$ cat config.mk
export PLATFORM = sky130hd
export DESIGN_NAME = spi_byte_rx
export DESIGN_NICKNAME = d
export VERILOG_FILES = /design/src/rtl/spi_byte_rx_pkg.sv /design/src/rtl/spi_byte_rx_byte_fifo.sv /design/src/rtl/spi_byte_rx.sv
export SDC_FILE = /design/constraint.sdc
export NUM_CORES = 1
export LEC_CHECK = 0
export ABC_AREA = 1
export ABC_CLOCK_PERIOD_IN_PS = 7500
export BUFFER_PORTS_ARGS = -buffer_cell sky130_fd_sc_hd__buf_2
export CAP_MARGIN = 30
export CORE_UTILIZATION = 35
export DETAILED_ROUTE_END_ITERATION = 8
export SLEW_MARGIN = 10
export SYNTH_ARGS = -nofsm -noshare
export SYNTH_HDL_FRONTEND = slang
export SYNTH_SLANG_ARGS = --single-unit
$ cat constraint.sdc
create_clock -name clk -period 7.5 [get_ports clk]
set_clock_uncertainty 0.2 [all_clocks]
set_input_delay 0 -clock clk [delete_from_list [all_inputs] [get_ports clk]]
set_output_delay 0 -clock clk [all_outputs]
set_load 0.03 [all_outputs]
$ cat src/rtl/spi_byte_rx_pkg.sv
// spi_byte_rx shared definitions.
// Byte width, default FIFO depth, synchronizer idle levels, FSM states.
package spi_byte_rx_pkg;

    localparam int SPI_BYTE_WIDTH     = 8;
    localparam int DEFAULT_FIFO_DEPTH = 16;

    localparam logic SCK_IDLE  = 1'b0;
    localparam logic CS_N_IDLE = 1'b1;
    localparam logic MOSI_IDLE = 1'b0;

    typedef logic [SPI_BYTE_WIDTH-1:0] byte_t;

    // FLUSH lets the synchronizers refill after reset, WAIT needs cs_n
    // seen high so a frame cut by reset is never resumed mid-byte.
    typedef enum logic [1:0] {
        ST_FLUSH,
        ST_WAIT,
        ST_IDLE,
        ST_ACTIVE
    } rx_state_e;

endpackage

$ cat src/rtl/spi_byte_rx_byte_fifo.sv
// byte_fifo: synchronous first-word-fall-through byte FIFO.
// Pop while empty is ignored; push while full succeeds only with a pop.
module byte_fifo
    import spi_byte_rx_pkg::*;
#(
    parameter int DEPTH = DEFAULT_FIFO_DEPTH,
    localparam int PW = $clog2(DEPTH),
    localparam int CW = PW + 1
) (
    input  logic          clk,
    input  logic          reset,
    input  logic          push,
    input  logic          pop,
    input  byte_t         din,
    output byte_t         dout,
    output logic          empty,
    output logic          full,
    output logic [CW-1:0] count
);

    byte_t         mem_q [DEPTH];
    logic [PW-1:0] wr_ptr_q, wr_ptr_d;
    logic [PW-1:0] rd_ptr_q, rd_ptr_d;
    logic [CW-1:0] count_q, count_d;
    logic          do_push;
    logic          do_pop;

    assign empty = (count_q == '0);
    assign full  = (count_q == CW'(DEPTH));
    assign count = count_q;
    assign dout  = empty ? '0 : mem_q[rd_ptr_q];

    // Qualify requests and advance pointers/count.
    always_comb begin
        do_pop   = pop && !empty;
        do_push  = push && (!full || do_pop);
        wr_ptr_d = wr_ptr_q + PW'(do_push);
        rd_ptr_d = rd_ptr_q + PW'(do_pop);
        count_d  = count_q + CW'(do_push) - CW'(do_pop);
    end

    // Pointer and count registers.
    always_ff @(posedge clk) begin
        if (reset) begin
            wr_ptr_q <= '0;
            rd_ptr_q <= '0;
            count_q  <= '0;
        end else begin
            wr_ptr_q <= wr_ptr_d;
            rd_ptr_q <= rd_ptr_d;
            count_q  <= count_d;
        end
    end

    // Storage write; contents are don't-care until pushed.
    always_ff @(posedge clk) begin
        if (do_push) begin
            mem_q[wr_ptr_q] <= din;
        end
    end

endmodule

$ cat src/rtl/spi_byte_rx.sv
// spi_byte_rx: oversampled mode-0 SPI slave with receive FIFO.
// Bytes from MOSI are queued; the status byte is returned on MISO.
module spi_byte_rx
    import spi_byte_rx_pkg::*;
#(
    parameter int FIFO_DEPTH  = DEFAULT_FIFO_DEPTH,
    parameter int SYNC_STAGES = 2
) (
    input  logic        clk,
    input  logic        reset,
    input  logic        sck,
    input  logic        cs_n,
    input  logic        mosi,
    output logic        miso,
    output logic [7:0]  out_byte,
    output logic        out_ready,
    input  logic        next,
    input  logic [7:0]  tx_byte,
    output logic        frame_active,
    output logic        overflow
);

    localparam int CW = $clog2(FIFO_DEPTH) + 1;
    localparam int FW = $clog2(SYNC_STAGES + 1);

    logic [SYNC_STAGES-1:0] sck_sync_q, sck_sync_d;
    logic [SYNC_STAGES-1:0] cs_sync_q, cs_sync_d;
    logic [SYNC_STAGES-1:0] mosi_sync_q, mosi_sync_d;
    logic                   sck_dly_q, sck_dly_d;
    logic                   cs_dly_q, cs_dly_d;

    rx_state_e     state_q, state_d;
    logic [FW-1:0] flush_q, flush_d;
    logic [2:0]    bit_cnt_q, bit_cnt_d;
    byte_t         rx_shift_q, rx_shift_d;
    byte_t         tx_shift_q, tx_shift_d;
    logic          done_q, done_d;
    logic          push_q, push_d;

    logic          sck_s, cs_s, mosi_s;
    logic          sck_rise, sck_fall;
    logic          cs_rise, cs_fall;
    logic          fifo_empty, fifo_full;
    logic [CW-1:0] fifo_count;

    assign sck_s  = sck_sync_q[SYNC_STAGES-1];
    assign cs_s   = cs_sync_q[SYNC_STAGES-1];
    assign mosi_s = mosi_sync_q[SYNC_STAGES-1];

    assign sck_rise = sck_s && !sck_dly_q;
    assign sck_fall = !sck_s && sck_dly_q;
    assign cs_rise  = cs_s && !cs_dly_q;
    assign cs_fall  = !cs_s && cs_dly_q;

    // Shift pads into the synchronizer chains and edge-detect copies.
    always_comb begin
        sck_sync_d  = {sck_sync_q[SYNC_STAGES-2:0], sck};
        cs_sync_d   = {cs_sync_q[SYNC_STAGES-2:0], cs_n};
        mosi_sync_d = {mosi_sync_q[SYNC_STAGES-2:0], mosi};
        sck_dly_d   = sck_s;
        cs_dly_d    = cs_s;
    end

    // Synchronizer registers, reset to bus idle levels.
    always_ff @(posedge clk) begin
        if (reset) begin
            sck_sync_q  <= {SYNC_STAGES{SCK_IDLE}};
            cs_sync_q   <= {SYNC_STAGES{CS_N_IDLE}};
            mosi_sync_q <= {SYNC_STAGES{MOSI_IDLE}};
            sck_dly_q   <= SCK_IDLE;
            cs_dly_q    <= CS_N_IDLE;
        end else begin
            sck_sync_q  <= sck_sync_d;
            cs_sync_q   <= cs_sync_d;
            mosi_sync_q <= mosi_sync_d;
            sck_dly_q   <= sck_dly_d;
            cs_dly_q    <= cs_dly_d;
        end
    end

    // Frame FSM, bit counter and both shift registers.
    always_comb begin
        state_d    = state_q;
        flush_d    = flush_q;
        bit_cnt_d  = bit_cnt_q;
        rx_shift_d = rx_shift_q;
        tx_shift_d = tx_shift_q;
        done_d     = done_q;
        push_d     = 1'b0;
        unique case (state_q)
            ST_FLUSH: begin
                if (flush_q == FW'(SYNC_STAGES - 1)) begin
                    state_d = ST_WAIT;
                end else begin
                    flush_d = flush_q + FW'(1);
                end
            end
            ST_WAIT: begin
                if (cs_s) begin
                    state_d = ST_IDLE;
                end
            end
            ST_IDLE: begin
                if (cs_fall) begin
                    state_d    = ST_ACTIVE;
                    bit_cnt_d  = '0;
                    tx_shift_d = tx_byte;
                    done_d     = 1'b0;
                end
            end
            ST_ACTIVE: begin
                if (cs_rise) begin
                    state_d    = ST_IDLE;
                    bit_cnt_d  = '0;
                    tx_shift_d = '0;
                end else if (sck_rise) begin
                    rx_shift_d = {rx_shift_q[6:0], mosi_s};
                    if (bit_cnt_q == 3'd7) begin
                        bit_cnt_d = '0;
                        push_d    = 1'b1;
                        done_d    = 1'b1;
                    end else begin
                        bit_cnt_d = bit_cnt_q + 3'd1;
                    end
                end else if (sck_fall) begin
                    if (bit_cnt_q == 3'd0 && done_q) begin
                        tx_shift_d = tx_byte;
                    end else begin
                        tx_shift_d = tx_shift_q << 1;
                    end
                end
            end
            default: begin
                state_d = ST_FLUSH;
            end
        endcase
    end

    // Frame state registers.
    always_ff @(posedge clk) begin
        if (reset) begin
            state_q    <= ST_FLUSH;
            flush_q    <= '0;
            bit_cnt_q  <= '0;
            rx_shift_q <= '0;
            tx_shift_q <= '0;
            done_q     <= 1'b0;
            push_q     <= 1'b0;
        end else begin
            state_q    <= state_d;
            flush_q    <= flush_d;
            bit_cnt_q  <= bit_cnt_d;
            rx_shift_q <= rx_shift_d;
            tx_shift_q <= tx_shift_d;
            done_q     <= done_d;
            push_q     <= push_d;
        end
    end

    byte_fifo #(
        .DEPTH (FIFO_DEPTH)
    ) u_fifo (
        .clk   (clk),
        .reset (reset),
        .push  (push_q),
        .pop   (next),
        .din   (rx_shift_q),
        .dout  (out_byte),
        .empty (fifo_empty),
        .full  (fifo_full),
        .count (fifo_count)
    );

    assign out_ready    = (fifo_count != '0);
    assign miso         = (state_q == ST_ACTIVE) && tx_shift_q[7];
    assign frame_active = !cs_dly_q;
    assign overflow     = push_q && fifo_full && !(next && !fifo_empty);

endmodule

==> results of run 1 <==
## registers in the layout, summed over array words and instances (netlist names), 2 cells and up
register,cells
state_q,2
cs_sync_q,2
u_fifo.mem_q,128
sck_sync_q,2
rx_shift_q,8
flush_q,2
tx_shift_q,8
bit_cnt_q,3
u_fifo.wr_ptr_q,4
u_fifo.count,5
mosi_sync_q,2
u_fifo.rd_ptr_q,4
## power groups by stage
stage,sequential [W],clock (W),combinational (W)
finish,0.00108,0.000890,0.000506
global route,0.00108,0.000945,0.000577
CTS,0.00108,0.000904,0.000508
detailed placement,0.00110,0,0.000500
global placement,0.00110,0,0.000497
floorplan,0.00109,0,0.000390
## critical path: cells and delay by family (launching register included)
kind	cells	cell delay (ps)
compound gates	1	290
fa+ha+maj	3	760
buf+inv	3	240
flops	1	350
simple gates	6	1020
## layout by cell type (no fill, tap or decap), types with 2 or more instances in the layout
| cell | Yosys | final |
|---|---|---|
| ha_1 | 12 | 12 |
| inv_1 | 47 | 47 |
| or2_2 | 3 | 3 |
| dlygate4sd3_1 | 0 | 16 |
| clkinvlp_4 | 0 | 2 |
| nor3_1 | 6 | 6 |
| nor2_1 | 77 | 77 |
| clkinv_2 | 0 | 2 |
| nand3_1 | 61 | 61 |
| nand4_1 | 2 | 2 |
| inv_2 | 7 | 7 |
| buf_4 | 7 | 3 |
| clkbuf_8 | 0 | 2 |
| edfxtp_1 | 128 | 128 |
| inv_6 | 0 | 3 |
| clkbuf_16 | 0 | 19 |
| nand2_2 | 6 | 6 |
| a21oi_1 | 51 | 51 |
| o21ai_0 | 7 | 7 |
| xnor2_1 | 3 | 3 |
| dfxtp_1 | 46 | 45 |
| nor2_2 | 2 | 2 |
| nand2_1 | 261 | 261 |
| buf_2 | 11 | 27 |
| clkbuf_2 | 0 | 2 |
| clkinv_1 | 2 | 2 |
## cell families after synthesis
family | count (synthesis) | synth area share, %
flip-flops | 174 | 64.7
adder cells (fa/ha/maj) | 13 | 2.31
buffers and inverters | 82 | 5.13
XOR/XNOR | 3 | 0.357
AND/OR/NAND/NOR | 420 | 23.3
AO/OA/AOI/OAI | 61 | 4.22
## layout make-up
| class | instances | area, µm² |
|---|---|---|
| fillers | 1981 | 12000 |
| clock inverters | 10 | 96.3 |
| inverters | 56 | 210 |
| multi-input cells | 497 | 2220 |
| clock buffers | 22 | 507 |
| repair buffers | 48 | 328 |
| well taps | 270 | 338 |
| flip-flops and latches | 174 | 4770 |
## per-stage QoR
stage | worst slack (ps) | total power (W)
2_1_floorplan | 5120 | 0.00148
3_3_place_gp | 4600 | 0.00159
3_5_place_dp | 4540 | 0.00160
4_1_cts | 4530 | 0.00249
5_1_grt | 4290 | 0.00260
6_report | 4520 | 0.00247
## final timing paths
path                   startpoint              end  slack (ps)  cells past startpoint
setup / recovery  u_fifo.count[3]  u_fifo.count[4]        4520                     13
hold reg to reg    mosi_sync_q[0]   mosi_sync_q[1]         210                      2
setup reg to reg  u_fifo.count[3]  u_fifo.count[4]        4520                     13
hold / removal               cs_n     cs_sync_q[0]         130                      3
## per-layer routing
metal	vias up	wire [µm]	track usage [%]
met5	-	0	0
met4	0	174	5.88
met3	16	689	3.17
met2	91	7390	25.1
met1	2391	8180	23.0
li1	2558	-	-
## repair_timing
| action | 4_1_cts | 5_1_grt |
|---|---|---|
| hold endpoints to repair | 33 | 0 |
| gates resized for setup | 0 | 0 |
| hold buffers | 16 | 0 |
==> flow_summary.toml, run 1 <==
[timing]
tightestPinTransition_ps = 892
holdWs_ps = 126
hold_viol_final = 0
max_freq_mhz = 336
rsz0062_at_grt = "no"
setup_viol = 0
period_needed_ps = 2980
max_slew_margin_pct = 40.4
finalCritPeriodShare_pct = 39.7
finalSetupTns_ps = 0
drv_slew = 0

[yosys]
synth_area_leaders = "edfxtp_1 52%, nand2_1 13%, dfxtp_1 13%"
ys_seq_elements = 174
netlist-cell-type-count = 27
yosys_warnings = 0
async_flop_share_pct = 0
synth_common_cells = "261 x nand2_1, 128 x edfxtp_1, 77 x nor2_1"
ys.flop_type = "edfxtp_1"
synth_edf_count = 128
synth_top_area_share_pct = 52.2
synth_area_per_cell_um2 = 9.78
synth_area_um2 = 7360
synth_cells = 753
synthesis.nets = 780
seq_area_frac_synth_pct = 64.7
yosysMostFrequentCell = "nand2_1"
yosysTopAreaCell = "edfxtp_1"

[setup_path]
worstPathCellList = "inv_1 > ha_1 > nand3_1 > nand2_1 > nand2_1 > nand2_2 > inv_2 > ha_1 > inv_1 > fa_1 > o31ai_1 > and2_1 > nor2_1"
path_max_fanout = 12
slowest_delay_ps = 400
cp.required_ps = 7620
crit_path_top_delay_cell = "fa_1"
cp-end-kind = "register"
cp.arrival_ps = 3090
crit_path_start_kind = "register"
critPathKind = "register to register"

[clock_network]
cts-htree-levels = 4
postCtsSetupRepairBufs = 0
cts_made_buffers = 17
clkTransAtPathRegs_ps = 60
root_buffer = "clkbuf_16"
cts.sinks = 174
clk_latency_ps = 420
cts_buffer_depth = 2
cts_tree = "done"

[pwr]
pwr-share-clk_pct = 36.0
power.leakage_nw = 3.40
power.switching_w = 0.000747
p_int_w = 0.00173
powerDensity_nw_per_um2 = 292
switching_share_pct = 30.2
ir_worst_vdd_mv = 0.147
pwr-share-seq_pct = 43.5
pwr-share-comb_pct = 20.5

[place]
dpl_cell_area_um2 = 7680
gp_congestion = 0.796
io_buffers = 25
dp_hpwl_um = 10300
place_inst = 1026

[floorplan]
fp.dieW_um = 147
io-pin-count = 26
row_count = 52
fp.dieH_um = 147
dieArea_um2 = 21600
core-area_um2 = 20400
start_util_pct = 36.0

[route]
routedWlPerCell_um = 15.3
drc_errors = 0
postRouteAntennaNets = 0
vias = 5056
dr.pass1.iters = 5
vias_per_cell = 4.69
routed_wl_um = 16400
drt_iter0_drc = 375

[final_layout]
stdcell_area_um2 = 8460
drive_gt1_share_pct = 10.3
antenna_cells = 0
fin_cells = 1077
post-route-util_pct = 41.4
area_growth_pct = 15.0
fin_nets = 821

[run]
max_cap_violations = 0

[status]
status = "finished, final reports clean"

[grt]
first_global_vias = 4843
grt_pass1_wl_um = 26600
grt.overflow.total = 0
antenna_found_initial = 0
grt_max_degree = 67
grt_usage_pct = 16.3

[worst_hold_path]
min_path_type = "primary input to register"
No activity file was read; power rests on OpenSTA's default activity.
==> run 2, diff against run 1 <==
--- a/config.mk
+++ b/config.mk
@@ -6,7 +6,7 @@
 export NUM_CORES = 1
 export LEC_CHECK = 0
 export ABC_AREA = 1
-export ABC_CLOCK_PERIOD_IN_PS = 7500
+export ABC_CLOCK_PERIOD_IN_PS = 2900
 export BUFFER_PORTS_ARGS = -buffer_cell sky130_fd_sc_hd__buf_2
 export CAP_MARGIN = 30
 export CORE_UTILIZATION = 35
==> constraint.sdc (replaced) <==
create_clock -name clk -period 2.9 [get_ports clk]
set_clock_uncertainty 0.2 [all_clocks]
set_input_delay 0 -clock clk [delete_from_list [all_inputs] [get_ports clk]]
set_output_delay 0 -clock clk [all_outputs]
set_load 0.03 [all_outputs]
==> run 2 against run 1 <==
  * Largest cell class unchanged
  * Count of clock-buffer cells in the layout shrank 4
  * Sequential power grew to 2.6 times the previous value
  * Flip-flop and latch count is the same
  * Fmax grew 15%
  * Global-route usage shrank 0.094 points
  * Cell count grew 0.84%
==> flow_summary.toml, run 2 (synthesis gave the netlist of run 1 again) <==
[status]
status = "finished, final reports clean"

[setup_path]
path_max_fanout = 4
reg2reg_to = "u_fifo.count[4]"
r2r_start = "u_fifo.count[2]"
cp.required_ps = 3020
ff2ff_path_depth = 13
critPathKind = "register to register"
cp-end-kind = "register"
r2r_setup_slack_ps = 310
crit_path_start_kind = "register"
cp.arrival_ps = 2710

[grt]
grt_max_degree = 67
first_global_vias = 5084
grt_usage_pct = 16.3
grt.overflow.total = 0
grt_pass1_wl_um = 26400
antenna_found_initial = 0

[final_layout]
fin_nets = 831
regMostFlops = "u_fifo.mem_q"
area_growth_pct = 16.4
reg_top3 = "u_fifo.mem_q (128), rx_shift_q (8), tx_shift_q (8)"
antenna_cells = 0
layout_commonest_cell = "nand2_1"
stdcell_area_um2 = 8570
mostFrequentLayoutCells = "261 x nand2_1, 128 x edfxtp_1, 77 x nor2_1"
drive_gt1_share_pct = 11.2
largest_register_ff_count = 128

[clock_network]
clkTransAtPathRegs_ps = 70
root_buffer = "clkbuf_16"
cts_tree = "done"
clk_latency_ps = 420
post_cts_resized = 0
cts_buffer_depth = 2
cts_made_buffers = 17
cts-htree-levels = 4
cts.sinks = 174

[timing]
finalSetupTns_ps = 0
max_freq_mhz = 386
period_needed_ps = 2590
finalCritPeriodShare_pct = 89.3
tightestPinTransition_ps = 959
max_slew_margin_pct = 36.0
setup_viol = 0
hold_viol_final = 0
drv_slew = 0
rsz0062_at_grt = "no"

[route]
postRouteAntennaNets = 0
dr.pass1.iters = 6
routed_wl_um = 16700
routedWlPerCell_um = 15.3
vias = 5164
drc_errors = 0
drt_iter0_drc = 373
vias_per_cell = 4.76

[floorplan]
io-pin-count = 26
fp.dieH_um = 147
dieArea_um2 = 21600
row_count = 52
core-area_um2 = 20400
start_util_pct = 36.0
fp.dieW_um = 147

[worst_hold_path]
hold_depth = 3
min_from = "cs_n"
min_path_type = "primary input to register"
min_to = "cs_sync_q[0]"

[pwr]
ir_worst_vdd_mv = 0.408
power.leakage_nw = 3.45
powerDensity_nw_per_um2 = 759

[place]
dp_hpwl_um = 10200
io_buffers = 25
gp_congestion = 0.757
dpl_cell_area_um2 = 7780

[run]
max_cap_violations = 0
run 2: final cells by class:
class	instances	area [µm²]
Timing Repair Buffer	58	420
Inverter	56	210
Fill cell	1976	11900
Multi-Input combinational cell	497	2220
Clock buffer	18	429
Tap cell	270	338
Sequential cell	174	4770
Clock inverter	13	189
run 2: worst max-delay path, cell delays in order, from the launching register on:
cell     delay [ps]
dfxtp_1         350
inv_1            60
ha_1            200
nand3_1         110
nand2_1         100
nor2_1          180
inv_1            90
nand2_1          70
ha_1            170
inv_1            60
fa_1            400
o31ai_1         290
and2_1          160
nor2_1           40
run 2: where the power goes:
| part | switching [W] | total, W | internal, W |
|---|---|---|---|
| logic | 0.000895 | 0.00132 | 0.000422 |
| registers | 0.0000712 | 0.00279 | 0.00272 |
| clock network | 0.000946 | 0.00239 | 0.00144 |
run 2: worst max path at each step:
stage	startpoint	end	slack [ps]	cells after the start
5_1_grt	u_fifo.count[2]	u_fifo.count[4]	100	13
4_1_cts	u_fifo.count[2]	u_fifo.count[4]	300	13
3_3_place_gp	u_fifo.count[3]	u_fifo.count[4]	390	13
3_5_place_dp	u_fifo.count[2]	u_fifo.count[4]	320	13
2_1_floorplan	u_fifo.count[2]	u_fifo.count[4]	520	13
6_report	u_fifo.count[2]	u_fifo.count[4]	310	13
run 2: layer usage:
layer | part of all wire [%] | wire, µm | vias up | track usage [%]
met2 | 49 | 8200 | 100 | 28.0
met5 | 0 | 0 | - | 0
li1 | - | - | 2578 | -
met1 | 45 | 7500 | 2470 | 20.4
met4 | 1.3 | 215 | 0 | 5.00
met3 | 4.5 | 745 | 16 | 3.45
run 2: repair_timing:
item / CTS / global route
setup buffers: 0 / 0
hold buffers: 16 / 0
endpoints found under the hold margin: 33 / 0
run 2: stage by stage:
stage | instances | hold WS [ps] | utilization, % | power [W] | worst slack [ps]
after global routing | 1086 | 96.9 | 42.0 | 0.00683 | 96.4
after detailed placement | 1038 | -10.5 | 38.1 | 0.00414 | 318
after global placement | 1038 | -7.52 | 38.1 | 0.00413 | 393
after CTS | 1085 | 84.3 | 41.9 | 0.00655 | 300
after floorplan | 753 | -96.2 | - | 0.00383 | 521
final | 1086 | 95.9 | 42.0 | 0.00650 | 310
